## config.mk

```make
export PLATFORM = sky130hd
export DESIGN_NAME = alu_mdu
export DESIGN_NICKNAME = d
export VERILOG_FILES = /design/src/rtl/alu_pkg.sv /design/src/rtl/mdu_iter.sv /design/src/rtl/alu_mdu.sv
export SDC_FILE = /design/constraint.sdc
export NUM_CORES = 1
export LEC_CHECK = 0
export ABC_AREA = 1
export CELL_PAD_IN_SITES_DETAIL_PLACEMENT = 2
export CELL_PAD_IN_SITES_GLOBAL_PLACEMENT = 2
export CORE_MARGIN = 2
export CORE_UTILIZATION = 37
export CTS_BUF_LIST = sky130_fd_sc_hd__clkbuf_8
export CTS_CLUSTER_SIZE = 12
export DETAILED_ROUTE_END_ITERATION = 10
export PLACE_DENSITY = 0.87
export SYNTH_ARGS = -nofsm -noshare
export SYNTH_HDL_FRONTEND = slang
export SYNTH_SLANG_ARGS = --single-unit
```

## constraint.sdc

```tcl
create_clock -name clk -period 8.85 [get_ports clk]
set_input_delay 1.3275 -clock clk [delete_from_list [all_inputs] [get_ports clk]]
set_output_delay 1.3275 -clock clk [all_outputs]
set_load 0.01 [all_outputs]
```

## src/rtl/alu_pkg.sv

```systemverilog
// Opcode encodings, FSM state type and latency constants shared by the
// alu_mdu execute-stage datapath and its iterative multiply/divide unit.
package alu_pkg;

    localparam logic [3:0] OP_ADD  = 4'b0000;
    localparam logic [3:0] OP_LUI  = 4'b0001;
    localparam logic [3:0] OP_ORI  = 4'b0010;
    localparam logic [3:0] OP_SLLI = 4'b0011;
    localparam logic [3:0] OP_SRLI = 4'b0100;
    localparam logic [3:0] OP_SUB  = 4'b0101;
    localparam logic [3:0] OP_REM  = 4'b0110;
    localparam logic [3:0] OP_AND  = 4'b0111;
    localparam logic [3:0] OP_XOR  = 4'b1000;
    localparam logic [3:0] OP_BEQ  = 4'b1001;
    localparam logic [3:0] OP_BNE  = 4'b1010;
    localparam logic [3:0] OP_BLT  = 4'b1011;
    localparam logic [3:0] OP_BGE  = 4'b1100;
    localparam logic [3:0] OP_MUL  = 4'b1101;
    localparam logic [3:0] OP_MULH = 4'b1110;
    localparam logic [3:0] OP_DIV  = 4'b1111;

    typedef enum logic [1:0] {
        ST_IDLE = 2'd0,
        ST_ITER = 2'd1,
        ST_FIX  = 2'd2
    } state_t;

    localparam int LAT_SINGLE = 1;

    function automatic int LAT_MULTI(input int w);
        return w + 2;
    endfunction

    function automatic logic is_multi(input logic [3:0] op);
        return (op == OP_MUL) || (op == OP_MULH) || (op == OP_DIV) || (op == OP_REM);
    endfunction

    function automatic logic is_div(input logic [3:0] op);
        return (op == OP_DIV) || (op == OP_REM);
    endfunction

endpackage

```

## src/rtl/mdu_iter.sv

```systemverilog
// Iterative magnitude datapath: shift-add multiplier and restoring divider
// sharing one accumulator/shift-register pair, one bit per step.
module mdu_iter
    import alu_pkg::*;
#(
    parameter int WIDTH = 32
) (
    input  logic                 clk,
    input  logic                 reset,
    input  logic                 start,
    input  logic                 step,
    input  logic                 div_op,
    input  logic [WIDTH-1:0]     a_mag,
    input  logic [WIDTH-1:0]     b_mag,
    output logic                 last,
    output logic [2*WIDTH-1:0]   product,
    output logic [WIDTH-1:0]     quotient,
    output logic [WIDTH-1:0]     remainder
);

    localparam int CNT_W = $clog2(WIDTH);

    logic [CNT_W-1:0] cnt;
    logic             div_mode;
    logic [WIDTH-1:0] acc;
    logic [WIDTH-1:0] sreg;
    logic [WIDTH-1:0] opnd;
    logic [WIDTH:0]   add_sum;
    logic [WIDTH:0]   shifted;
    logic             fits;

    always_comb begin
        add_sum = {1'b0, acc} + (sreg[0] ? {1'b0, opnd} : '0);
        shifted = {acc, sreg[WIDTH-1]};
        fits    = shifted >= {1'b0, opnd};
    end

    // NOTE: state registers use non-blocking assignments so every flop samples
    // pre-edge values regardless of statement order.
    always_ff @(posedge clk) begin
        if (reset) begin
            cnt <= '0;
        end else if (start) begin
            cnt <= CNT_W'(WIDTH - 1);
        end else if (step && cnt != '0) begin
            cnt <= cnt - 1'b1;
        end
    end

    // NOTE: the datapath carries no reset; it is always reloaded by start
    // before its contents are consumed, which keeps the reset net small.
    always_ff @(posedge clk) begin
        if (start) begin
            div_mode <= div_op;
            acc      <= '0;
            sreg     <= div_op ? a_mag : b_mag;
            opnd     <= div_op ? b_mag : a_mag;
        end else if (step) begin
            if (div_mode) begin
                acc  <= fits ? WIDTH'(shifted - {1'b0, opnd}) : shifted[WIDTH-1:0];
                sreg <= {sreg[WIDTH-2:0], fits};
            end else begin
                acc  <= add_sum[WIDTH:1];
                sreg <= {add_sum[0], sreg[WIDTH-1:1]};
            end
        end
    end

    assign last      = (cnt == '0);
    assign product   = {acc, sreg};
    assign quotient  = sreg;
    assign remainder = acc;

endmodule

```

## src/rtl/alu_mdu.sv

```systemverilog
// Execute-stage ALU: single-cycle integer ops plus multi-cycle MUL/MULH/DIV/REM
// behind a valid/ready handshake with a registered result.
module alu_mdu
    import alu_pkg::*;
#(
    parameter int WIDTH   = 32,
    parameter int SHAMT_W = $clog2(WIDTH)
) (
    input  logic             clk,
    input  logic             reset,
    input  logic             valid_i,
    input  logic [3:0]       ALU_Operation_i,
    input  logic [WIDTH-1:0] A_i,
    input  logic [WIDTH-1:0] B_i,
    output logic             ready_o,
    output logic             valid_o,
    output logic [WIDTH-1:0] ALU_Result_o,
    output logic             Zero_o
);

    localparam logic [WIDTH-1:0] MIN_VAL = {1'b1, {(WIDTH-1){1'b0}}};

    state_t             state, state_nx;
    logic               accept, start, step, last;
    logic [3:0]         op_q;
    logic [WIDTH-1:0]   a_q, b_q;
    logic [WIDTH-1:0]   a_mag, b_mag;
    logic [SHAMT_W-1:0] shamt;
    logic [WIDTH-1:0]   single_result, fix_result;
    logic [2*WIDTH-1:0] product, prod_s;
    logic [WIDTH-1:0]   quotient, remainder, quo_s, rem_s;
    logic               res_neg, div_zero, div_ovf;

    assign ready_o = (state == ST_IDLE);
    assign accept  = valid_i && ready_o;

    always_comb begin
        a_mag = A_i[WIDTH-1] ? -A_i : A_i;
        b_mag = B_i[WIDTH-1] ? -B_i : B_i;
    end

    // Branch ops return 0 when the condition holds, 1 otherwise.
    always_comb begin
        // NOTE: every combinational output gets a default first so no path
        // through the case can leave it unassigned and infer a latch.
        single_result = '0;
        shamt         = B_i[SHAMT_W-1:0];
        case (ALU_Operation_i)
            OP_ADD:  single_result = A_i + B_i;
            OP_LUI:  single_result = B_i << 12;
            OP_ORI:  single_result = A_i | B_i;
            OP_SLLI: single_result = A_i << shamt;
            OP_SRLI: single_result = A_i >> shamt;
            OP_SUB:  single_result = A_i - B_i;
            OP_AND:  single_result = A_i & B_i;
            OP_XOR:  single_result = A_i ^ B_i;
            OP_BEQ:  single_result = {{(WIDTH-1){1'b0}}, A_i != B_i};
            OP_BNE:  single_result = {{(WIDTH-1){1'b0}}, A_i == B_i};
            OP_BLT:  single_result = {{(WIDTH-1){1'b0}}, !($signed(A_i) < $signed(B_i))};
            OP_BGE:  single_result = {{(WIDTH-1){1'b0}}, $signed(A_i) < $signed(B_i)};
            default: single_result = '0;
        endcase
    end

    always_comb begin
        state_nx = state;
        start    = 1'b0;
        step     = 1'b0;
        case (state)
            ST_IDLE: begin
                if (accept && is_multi(ALU_Operation_i)) begin
                    start    = 1'b1;
                    state_nx = ST_ITER;
                end
            end
            ST_ITER: begin
                step = 1'b1;
                if (last) begin
                    state_nx = ST_FIX;
                end
            end
            ST_FIX:  state_nx = ST_IDLE;
            default: state_nx = ST_IDLE;
        endcase
    end

    mdu_iter #(.WIDTH(WIDTH)) u_iter (
        .clk       (clk),
        .reset     (reset),
        .start     (start),
        .step      (step),
        .div_op    (is_div(ALU_Operation_i)),
        .a_mag     (a_mag),
        .b_mag     (b_mag),
        .last      (last),
        .product   (product),
        .quotient  (quotient),
        .remainder (remainder)
    );

    // Special cases override the iterated value so latency never depends on data.
    always_comb begin
        res_neg    = a_q[WIDTH-1] ^ b_q[WIDTH-1];
        prod_s     = res_neg ? -product : product;
        quo_s      = res_neg ? -quotient : quotient;
        rem_s      = a_q[WIDTH-1] ? -remainder : remainder;
        div_zero   = (b_q == '0);
        div_ovf    = (a_q == MIN_VAL) && (b_q == '1);
        fix_result = '0;
        case (op_q)
            OP_MUL:  fix_result = prod_s[WIDTH-1:0];
            OP_MULH: fix_result = prod_s[2*WIDTH-1:WIDTH];
            OP_DIV:  fix_result = div_zero ? '1 : (div_ovf ? MIN_VAL : quo_s);
            OP_REM:  fix_result = div_zero ? a_q : (div_ovf ? '0 : rem_s);
            default: fix_result = '0;
        endcase
    end

    always_ff @(posedge clk) begin
        if (reset) begin
            state        <= ST_IDLE;
            valid_o      <= 1'b0;
            ALU_Result_o <= '0;
            Zero_o       <= 1'b1;
        end else begin
            state   <= state_nx;
            valid_o <= 1'b0;
            if (accept && !is_multi(ALU_Operation_i)) begin
                valid_o      <= 1'b1;
                ALU_Result_o <= single_result;
                Zero_o       <= (single_result == '0);
            end else if (state == ST_FIX) begin
                valid_o      <= 1'b1;
                ALU_Result_o <= fix_result;
                Zero_o       <= (fix_result == '0);
            end
        end
    end

    always_ff @(posedge clk) begin
        if (start) begin
            op_q <= ALU_Operation_i;
            a_q  <= A_i;
            b_q  <= B_i;
        end
    end

endmodule

```

---- Word-level counts from Yosys, hierarchy flattened ----
Index checks and enable logic that the tools add are counted.
word-level totals
  output and inout port bits .............. 35
  input port bits ......................... 71
  logic and storage cells ................. 112
  register bits after elaboration ......... 206
cells by class
  bitwise gates (word level) .............. 4
  shift-type cells ........................ 2
  equality and inequality tests ........... 27
  $lt $le $gt $ge ......................... 2
  muxes and demuxes ....................... 33
  $add $sub $neg .......................... 10
  reductions and logical operators ........ 22
operator list
  kind                                                             count
  32-bit 2-to-1 mux                                                18
  32-bit case mux with 12 select lines                             1
  32-bit negator                                                   4
  32-bit case mux with 4 select lines                              1
  32-bit zero test                                                 3
  32-bit == test, second input constant                            2
  64-bit 2-to-1 mux                                                1
  64-bit negator                                                   1
  32-bit subtractor                                                2
  4-bit == test, second input constant                             11
  32-bit by 32-bit adder with 33-bit output                        1
  33-bit by 32-bit greater-or-equal comparator with 1-bit output   1
  32-bit adder                                                     1
  32-bit AND                                                       1
  32-bit == test                                                   1
  32-bit less-than comparator                                      1
  32-bit != test                                                   1
  32-bit OR                                                        1
  32-bit by 5-bit << shifter with 32-bit output                    1
  32-bit by 5-bit right shift with 32-bit output                   1
  32-bit bitwise XOR                                               1
  4-bit by 3-bit == test with 1-bit output, second input constant  5
  5-bit 2-to-1 mux                                                 2
  4-bit by 2-bit == test with 1-bit output, second input constant  2
  19 further kinds                                                 36

---- Depth between registers and ports, before layout ----
Gate-level depths: netlist of run 1.
  depth after elaboration ................. 8
  gate-level depth with buffers ........... 26
  mapped depth without buffers ............ 23

---- By module ----
Synthesis of run 1 repeated with hierarchy kept, for this count alone.
unflattened totals
  cell total of the unflattened synthesis .. 5,659
  area, all modules ....................... 31,353.8 µm²
by module, submodules not included
  module    times used  area each (µm²)  cells an instance
  alu_mdu   1           20,614.8         3,891
  mdu_iter  1           10,739.0         1,768

---- Worst setup path after synthesis of run 1 ----
Ideal clock, no wire load.
  path kind ............................... input -> register
  start point ............................. input ALU_Operation_i[1]
  end point ............................... register u_iter.sreg[10] (netlist: u_iter.quotient[10]) (data pin)
  required time ........................... 8,445 ps
  stages on the path ...................... 6
  slack ................................... 3,280 ps
  buffers on the path ..................... 1
  arrival ................................. 5,165 ps
  cell sequence ........................... nor2_1 -> inv_2 -> o211ai_1 -> nor2_1 -> clkbuf_1 -> o22ai_1
on the way
  longest elaborated chain between the ends .. 8
RTL lines
  item                           RTL line        text
  start, declared                alu_mdu.sv:12   input logic [3:0] ALU_Operation_i,
  4-bit == test                  alu_pkg.sv:35   return (op == OP_MUL) || (op == OP_MULH) || (op == OP_DIV) || (op == OP_REM);
  1-bit logical OR (2 in a row)  alu_pkg.sv:35
  1-bit logical OR (*)           alu_pkg.sv:35
  1-bit logical AND (*)          alu_mdu.sv:71   if (accept && is_multi(ALU_Operation_i)) begin
  1-bit 2-to-1 mux (*)           alu_mdu.sv:71
  1-bit 2-to-1 mux (*)           alu_mdu.sv:69   case (state)
  net start                      alu_mdu.sv:24   logic accept, start, step, last;
  32-bit 2-to-1 mux (*)          mdu_iter.sv:53  if (start) begin
  end signal, assigned           mdu_iter.sv:56  sreg <= div_op ? a_mag : b_mag;
  end signal, assigned           mdu_iter.sv:61  sreg <= {sreg[WIDTH-2:0], fits};
  end signal, assigned           mdu_iter.sv:64  sreg <= {add_sum[0], sreg[WIDTH-1:1]};
  end, declared                  mdu_iter.sv:26  logic [WIDTH-1:0] sreg;
The timed path passes the listed nets; every way through them passes the cells marked *.
A chain may end at the register's enable or synchronous reset.

---- Worst setup path after layout of run 1 ----
  start point ............................. input B_i[5]
  end point ............................... register Zero_o
on the way
  longest elaborated chain between the ends .. 5
RTL lines
  item                                      RTL line                      text
  start, declared                           alu_mdu.sv:14                 input logic [WIDTH-1:0] B_i,
  32-bit less-than comparator               alu_mdu.sv:59, alu_mdu.sv:60
  1-bit zero test                           alu_mdu.sv:59                 OP_BLT: single_result = {{(WIDTH-1){1'b0}}, !($signed(A_i) < $signed(B_i))};
  32-bit case mux with 12 select lines (*)  alu_mdu.sv:48                 case (ALU_Operation_i)
  32-bit zero test (*)                      alu_mdu.sv:131                Zero_o <= (single_result == '0);
  1-bit 2-to-1 mux (*)                      alu_mdu.sv:128                if (accept && !is_multi(ALU_Operation_i)) begin
  end signal, assigned                      alu_mdu.sv:131
  end signal, assigned                      alu_mdu.sv:135                Zero_o <= (fix_result == '0);
  end, declared                             alu_mdu.sv:18                 output logic Zero_o
Every way passes the cells marked *; elsewhere a longest branch is shown, timed or not.

==> results of run 1 <==
power breakdown:
group          switching [W]  internal, W
clock               0.000632     0.000682
combinational        0.00215     0.000742
sequential          0.000253      0.00113
total                0.00303      0.00255
sequential cells by signal, indices dropped and copies added (netlist names), 4 cells and up:
| name | flops |
|---|---|
| a_q | 32 |
| u_iter.opnd | 32 |
| op_q | 4 |
| u_iter.quotient | 32 |
| u_iter.remainder | 32 |
| b_q | 32 |
| ALU_Result_o | 32 |
| u_iter.cnt | 5 |
final timing paths:
| kind | start | end | slack [ns] | cells after the start |
|---|---|---|---|---|
| max | B_i[5] | Zero_o$_SDFFE_PP1P_ | 2.83 | 17 |
| min | ALU_Result_o[14]$_SDFFE_PP0P_ | ALU_Result_o[14]$_SDFFE_PP0P_ | 0.51 | 2 |
| max reg2reg | a_q[31]$_DFFE_PP_ | Zero_o$_SDFFE_PP1P_ | 3.86 | 19 |
| min reg2reg | ALU_Result_o[14]$_SDFFE_PP0P_ | ALU_Result_o[14]$_SDFFE_PP0P_ | 0.51 | 2 |
per-stage QoR:
step                setup WS, ns  util, %  hold slack, ns  total power (W)
finish                      2.83     41.5           0.509          0.00558
global route                3.10     41.5           0.522          0.00571
CTS                         3.41     41.4           0.494          0.00536
detailed placement          2.95     40.1           0.481          0.00401
global placement            3.03     40.1           0.458          0.00388
floorplan                   3.28        -           0.454          0.00283
layout make-up:
| class | instances | share of cell area (%) |
|---|---|---|
| timing repair buffer | 171 | 4.89 |
| clock buffer | 51 | 2.22 |
| clock inverter | 30 | 0.912 |
| inverter | 521 | 6.20 |
| multi-input combinational | 4054 | 64.3 |
| antenna | 8 | 0.0634 |
| tap | 1030 | 4.08 |
| sequential | 206 | 17.3 |
per-layer routing:
layer	vias to the layer above	global-route usage, %	share of wire, %
li1	16400	-	-
met1	19600	58.4	36
met2	2747	80.1	42
met3	1143	14.4	10
met4	16	52.3	12
met5	-	0	0.064
logic make-up (layout without fill, tap and decap cells):
group | after synthesis | in the layout | synth area share [%]
AND/OR/NAND/NOR | 2925 | 2925 | 43.0
AO/OA/AOI/OAI | 815 | 815 | 15.8
buffers and inverters | 706 | 773 | 9.72
flip-flops | 206 | 206 | 19.2
adder cells (fa/ha/maj) | 188 | 188 | 8.37
XOR/XNOR | 122 | 122 | 3.76
multiplexers | 4 | 4 | 0.141
other | 0 | 8 | 0
synthesized netlist by cell type (6+ instances only):
library cell	instances
a211oi_1	16
a21o_1	13
a21oi_1	282
a221oi_1	8
a31oi_1	28
and2_1	9
buf_1	15
buf_2	61
clkbuf_1	103
dfxtp_1	73
edfxtp_1	133
ha_1	184
inv_1	488
inv_2	27
nand2_1	1539
nand2_2	6
nand3_1	566
nand3b_1	10
nand4_1	78
nor2_1	612
nor2_2	9
nor3_1	51
nor3_2	6
nor4_1	15
o211ai_1	27
o21a_1	16
o21ai_0	290
o21ai_1	57
o21bai_1	18
o22ai_1	38
or2_2	6
xnor2_1	16
xor2_1	106
critical path, cell delays in order:
cell and delay [ns]:
clkdlybuf4s50_1 0.80, inv_1 0.47, ha_1 0.65, inv_1 0.11, a21oi_1 0.29, nand3_1 0.29
o21ai_0 0.29, nand4_1 0.23, a21oi_1 1.05, nand2_1 0.12, nor2_1 0.13, nand3_1 0.17
nor2_1 0.25, nand3_1 0.18, nand2_1 0.13, nand2_1 0.06, nand2_1 0.05
==> impl_metrics.py, run 1 <==
metrics = {
    "status": {
        "status": "finished clean",
    },
    "logic_synthesis": {
        "netlist_area_mm2": 0.0284,
        "yosysWarnings": 0,
        "synth.distinct_cells": 60,
        "synth_top_cell_by_area": "nand2_1",
        "postSynthCellCount": 4966,
        "synthArstFlopShare_pct": 0,
        "synth_nets": 5225,
        "ys_seq_elements": 206,
        "synthTopCellsByArea": "nand2_1, edfxtp_1, nand3_1, ha_1, nor2_1",
        "synth_edf_count": 133,
        "yosysTopAreaCellShare_pct": 20.3,
        "seq_area_frac_synth_pct": 19.2,
        "syn_area_per_cell_um2": 5.73,
        "synthFlopType": "edfxtp_1",
    },
    "grt": {
        "globalRouteTotalUtil_pct": 52.6,
        "gr-total-overflow": 0,
        "antenna_found_initial": 18,
        "grt_max_degree": 171,
        "first_global_vias": 41600,
        "grt_pass1_wl_um": 301000,
    },
    "final_layout": {
        "nets": 5258,
        "layout_commonest_cell": "nand2_1",
        "nFillCells": 9798,
        "area_growth_pct": 10.9,
        "stdcell_count": 6071,
        "drive_gt1_share_pct": 4.29,
        "multi_input_area_mm2": 0.0203,
        "mostFrequentLayoutCells": "nand2_1, nor2_1, nand3_1, inv_1, o21ai_0",
        "stdcell_area_mm2": 0.0316,
        "ff_latch_area_mm2": 0.00546,
    },
    "timing": {
        "tightest_slew_ns": 1.30,
        "period_needed_ns": 6.02,
        "fin_crit_sh_pct": 68.0,
        "slew_headroom_pct": 13.3,
        "rsz0062_at_grt": "false",
        "drv_slew": 0,
        "clock.fmax_mhz": 166,
        "setup-tns-final_ns": 0,
        "final-hold-violation-count": 0,
        "setup_viol": 0,
        "finalClockSkew_ns": 0.0895,
    },
    "critical_path": {
        "cp-end-kind": "flop",
        "cp.arrival_ns": 6.62,
        "criticalPathCategory": "in -> reg",
        "cp.required_ns": 9.46,
        "cp_max_fo": 11,
        "setup.worst_path.start_class": "input pin",
    },
    "power_and_ir_drop": {
        "p_leak_nw": 14.9,
        "powerDensity_mw_per_mm2": 177,
        "ir_drop_uv": 115,
    },
    "clock_network": {
        "clk_latency_ns": 0.74,
        "cts_hold_buf": 0,
        "ctsResizeCount": 0,
        "cts_sinks": 206,
        "h-tree-depth": 2,
        "clk_pin_slew_ns": 0.07,
        "post-cts-setup-buffers": 0,
        "tritoncts": "built",
        "cts.path.max_buffers": 3,
        "cts-root-buf": "clkbuf_8",
        "numCtsBuffers": 45,
    },
    "die": {
        "die_w_um": 281,
        "dieArea_mm2": 0.0791,
        "row_count": 101,
        "die-height_um": 281,
        "pin_count": 106,
        "floorplan.initialDensity_pct": 37.4,
        "core_region_area_mm2": 0.0761,
    },
    "detailed_routing": {
        "vias": 39900,
        "first_pass_iters": 6,
        "first_iter_violations": 4825,
        "wl_um": 212000,
        "antenna_left": 0,
        "route.detailed.drc": 0,
        "routed_via_density": 6.57,
        "wl_per_cell_um": 34.9,
    },
    "min_path": {
        "hold_path_class": "reg -> reg",
    },
    "placement": {
        "postPlaceCellArea_mm2": 0.0305,
        "port_buffers": 105,
        "gp_congestion": 1.09,
        "dp_cells": 5982,
        "dpl.hpwl_um": 157000,
    },
    "flow_run": {
        "cap_violations": 0,
    },
}
Note: power is estimated with default switching activity, not from simulation.
==> run 2: changes to the inputs <==
Settings changed: CORE_UTILIZATION 37 to 34, PLACE_DENSITY 0.87 to 0.8.
Clock period 8.85 ns to 5.7 ns, I/O delays scaled along.
==> run 2 against run 1 <==
Effect of this change:
- wire length fell by 7.0%
- critical path depth rose by 4
- largest power group unchanged
- hold slack better by 0.0049 ns
- sequential power grew 51%
- clock-buffer cell count is 4 lower
- clock skew decreased by 0.034 ns
==> impl_metrics.py, run 2 (same netlist as run 1, synthesis figures left out) <==
metrics = {
    "timing": {
        "setup_viol": 0,
        "final-hold-violation-count": 0,
        "slew_headroom_pct": 28.4,
        "tightest_slew_ns": 1.07,
        "clock.fmax_mhz": 196,
        "whs_ns": 0.514,
        "period_needed_ns": 5.11,
        "drv_slew": 0,
        "finalClockSkew_ns": 0.0552,
        "fin_crit_sh_pct": 89.6,
        "rsz0062_at_grt": "false",
        "setup-tns-final_ns": 0,
    },
    "clock_network": {
        "h-tree-depth": 2,
        "clk_pin_slew_ns": 0.07,
        "post-cts-setup-buffers": 0,
        "clk_latency_ns": 0.69,
        "cts-root-buf": "clkbuf_8",
        "ctsResizeCount": 0,
        "tritoncts": "built",
        "numCtsBuffers": 43,
        "cts.path.max_buffers": 3,
        "cts_hold_buf": 0,
        "cts_sinks": 206,
    },
    "critical_path": {
        "cp.arrival_ns": 5.71,
        "cp.required_ns": 6.30,
        "setup.worst_path.start_class": "input pin",
        "cp_max_fo": 6,
        "criticalPathCategory": "in -> reg",
        "cp-end-kind": "flop",
    },
    "detailed_routing": {
        "antenna_left": 0,
        "route.detailed.drc": 0,
        "first_pass_iters": 6,
        "first_iter_violations": 3587,
        "routed_via_density": 6.08,
        "wl_um": 197000,
        "vias": 37800,
        "wl_per_cell_um": 31.7,
    },
    "final_layout": {
        "layout_commonest_cell": "nand2_1",
        "nets": 5351,
        "drive_gt1_share_pct": 5.91,
        "area_growth_pct": 13.2,
        "nFillCells": 10800,
        "utilization_pct": 38.7,
        "mostFrequentLayoutCells": "nand2_1, nor2_1, nand3_1, inv_1, o21ai_0",
        "stdcell_area_mm2": 0.0322,
    },
    "die": {
        "dieArea_mm2": 0.0860,
        "core_region_area_mm2": 0.0833,
        "row_count": 106,
        "pin_count": 106,
        "floorplan.initialDensity_pct": 34.2,
        "die_w_um": 293,
        "die-height_um": 293,
    },
    "grt": {
        "use_met1_pct": 52.2,
        "first_global_vias": 38900,
        "grt_pass1_wl_um": 279000,
        "gr-usage-met3_pct": 6.38,
        "antenna_found_initial": 9,
        "gr-total-overflow": 0,
        "grt_max_degree": 83,
        "grt_use_met2_pct": 70.8,
        "globalRouteTotalUtil_pct": 44.7,
        "gr-max-usage-layer": "met2",
    },
    "power_and_ir_drop": {
        "powerDensity_mw_per_mm2": 254,
        "p_leak_nw": 15.3,
        "totalPowerFinal_w": 0.00818,
        "ir_drop_uv": 150,
    },
    "min_path": {
        "hold_path_class": "reg -> reg",
    },
    "flow_run": {
        "cap_violations": 0,
    },
    "placement": {
        "port_buffers": 105,
        "gp_congestion": 1.09,
        "postPlaceCellArea_mm2": 0.0313,
        "dpl.hpwl_um": 160000,
    },
    "status": {
        "status": "finished clean",
    },
}
-- run 2: critical path: stages --
cell	delay [ns]
clkdlybuf4s50_1	0.84
ha_1	0.56
inv_1	0.14
fa_1	0.42
inv_1	0.27
nand3_1	0.11
nand2_1	0.17
nand2_1	0.10
nand2_1	0.17
nand2_1	0.07
nand3_1	0.09
nand4_1	0.20
a21oi_1	0.70
nand2_1	0.12
nor2_1	0.12
nand3_1	0.25
nor2_1	0.23
nand3_1	0.09
nand2_1	0.07
nand2_1	0.06
nand2_1	0.05
-- run 2: metrics by stage --
| stage | setup WS, ns | cells |
|---|---|---|
| 5_1_grt | 0.594 | 6211 |
| 3_3_place_gp | 0.203 | 6127 |
| 3_5_place_dp | 0.201 | 6127 |
| 6_report | 0.592 | 6215 |
| 4_1_cts | 0.853 | 6207 |
| 2_1_floorplan | 0.603 | 4966 |
-- run 2: path summary, 6_finish.rpt --
check                               endpoint  cells past startpoint  slack [ns]                         start
hold / removal    u_iter.cnt[4]$_SDFFE_PP0P_                      2        0.51    u_iter.cnt[4]$_SDFFE_PP0P_
hold reg to reg   u_iter.cnt[4]$_SDFFE_PP0P_                      2        0.51    u_iter.cnt[4]$_SDFFE_PP0P_
setup reg to reg         Zero_o$_SDFFE_PP1P_                     21        1.53  u_iter.quotient[0]$_DFFE_PP_
setup / recovery         Zero_o$_SDFFE_PP1P_                     21        0.59                        A_i[0]
-- run 2: final cells by class --
cell class	instances	area, um^2	share of cell area, %
Timing Repair Buffer	266	2260	7.01
Tap cell	1080	1350	4.20
Clock inverter	33	223	0.692
Sequential cell	206	5460	16.9
Antenna cell	8	20.0	0.0622
Multi-Input combinational cell	4054	20300	63.0
Inverter	521	1960	6.08
Clock buffer	47	647	2.01
-- run 2: power breakdown --
group / internal (W) / switching (W)
clock network: 0.000899 / 0.000858
registers: 0.00175 / 0.000335
logic: 0.00120 / 0.00313
total: 0.00385 / 0.00433
-- run 2: layer usage --
layer | part of all wire, % | wire length (um) | vias up
met5 | 0.021 | 41 | -
met4 | 11 | 22200 | 6
met3 | 6.6 | 13100 | 711
met2 | 44 | 86200 | 1780
met1 | 38 | 75500 | 18600
li1 | - | - | 16600
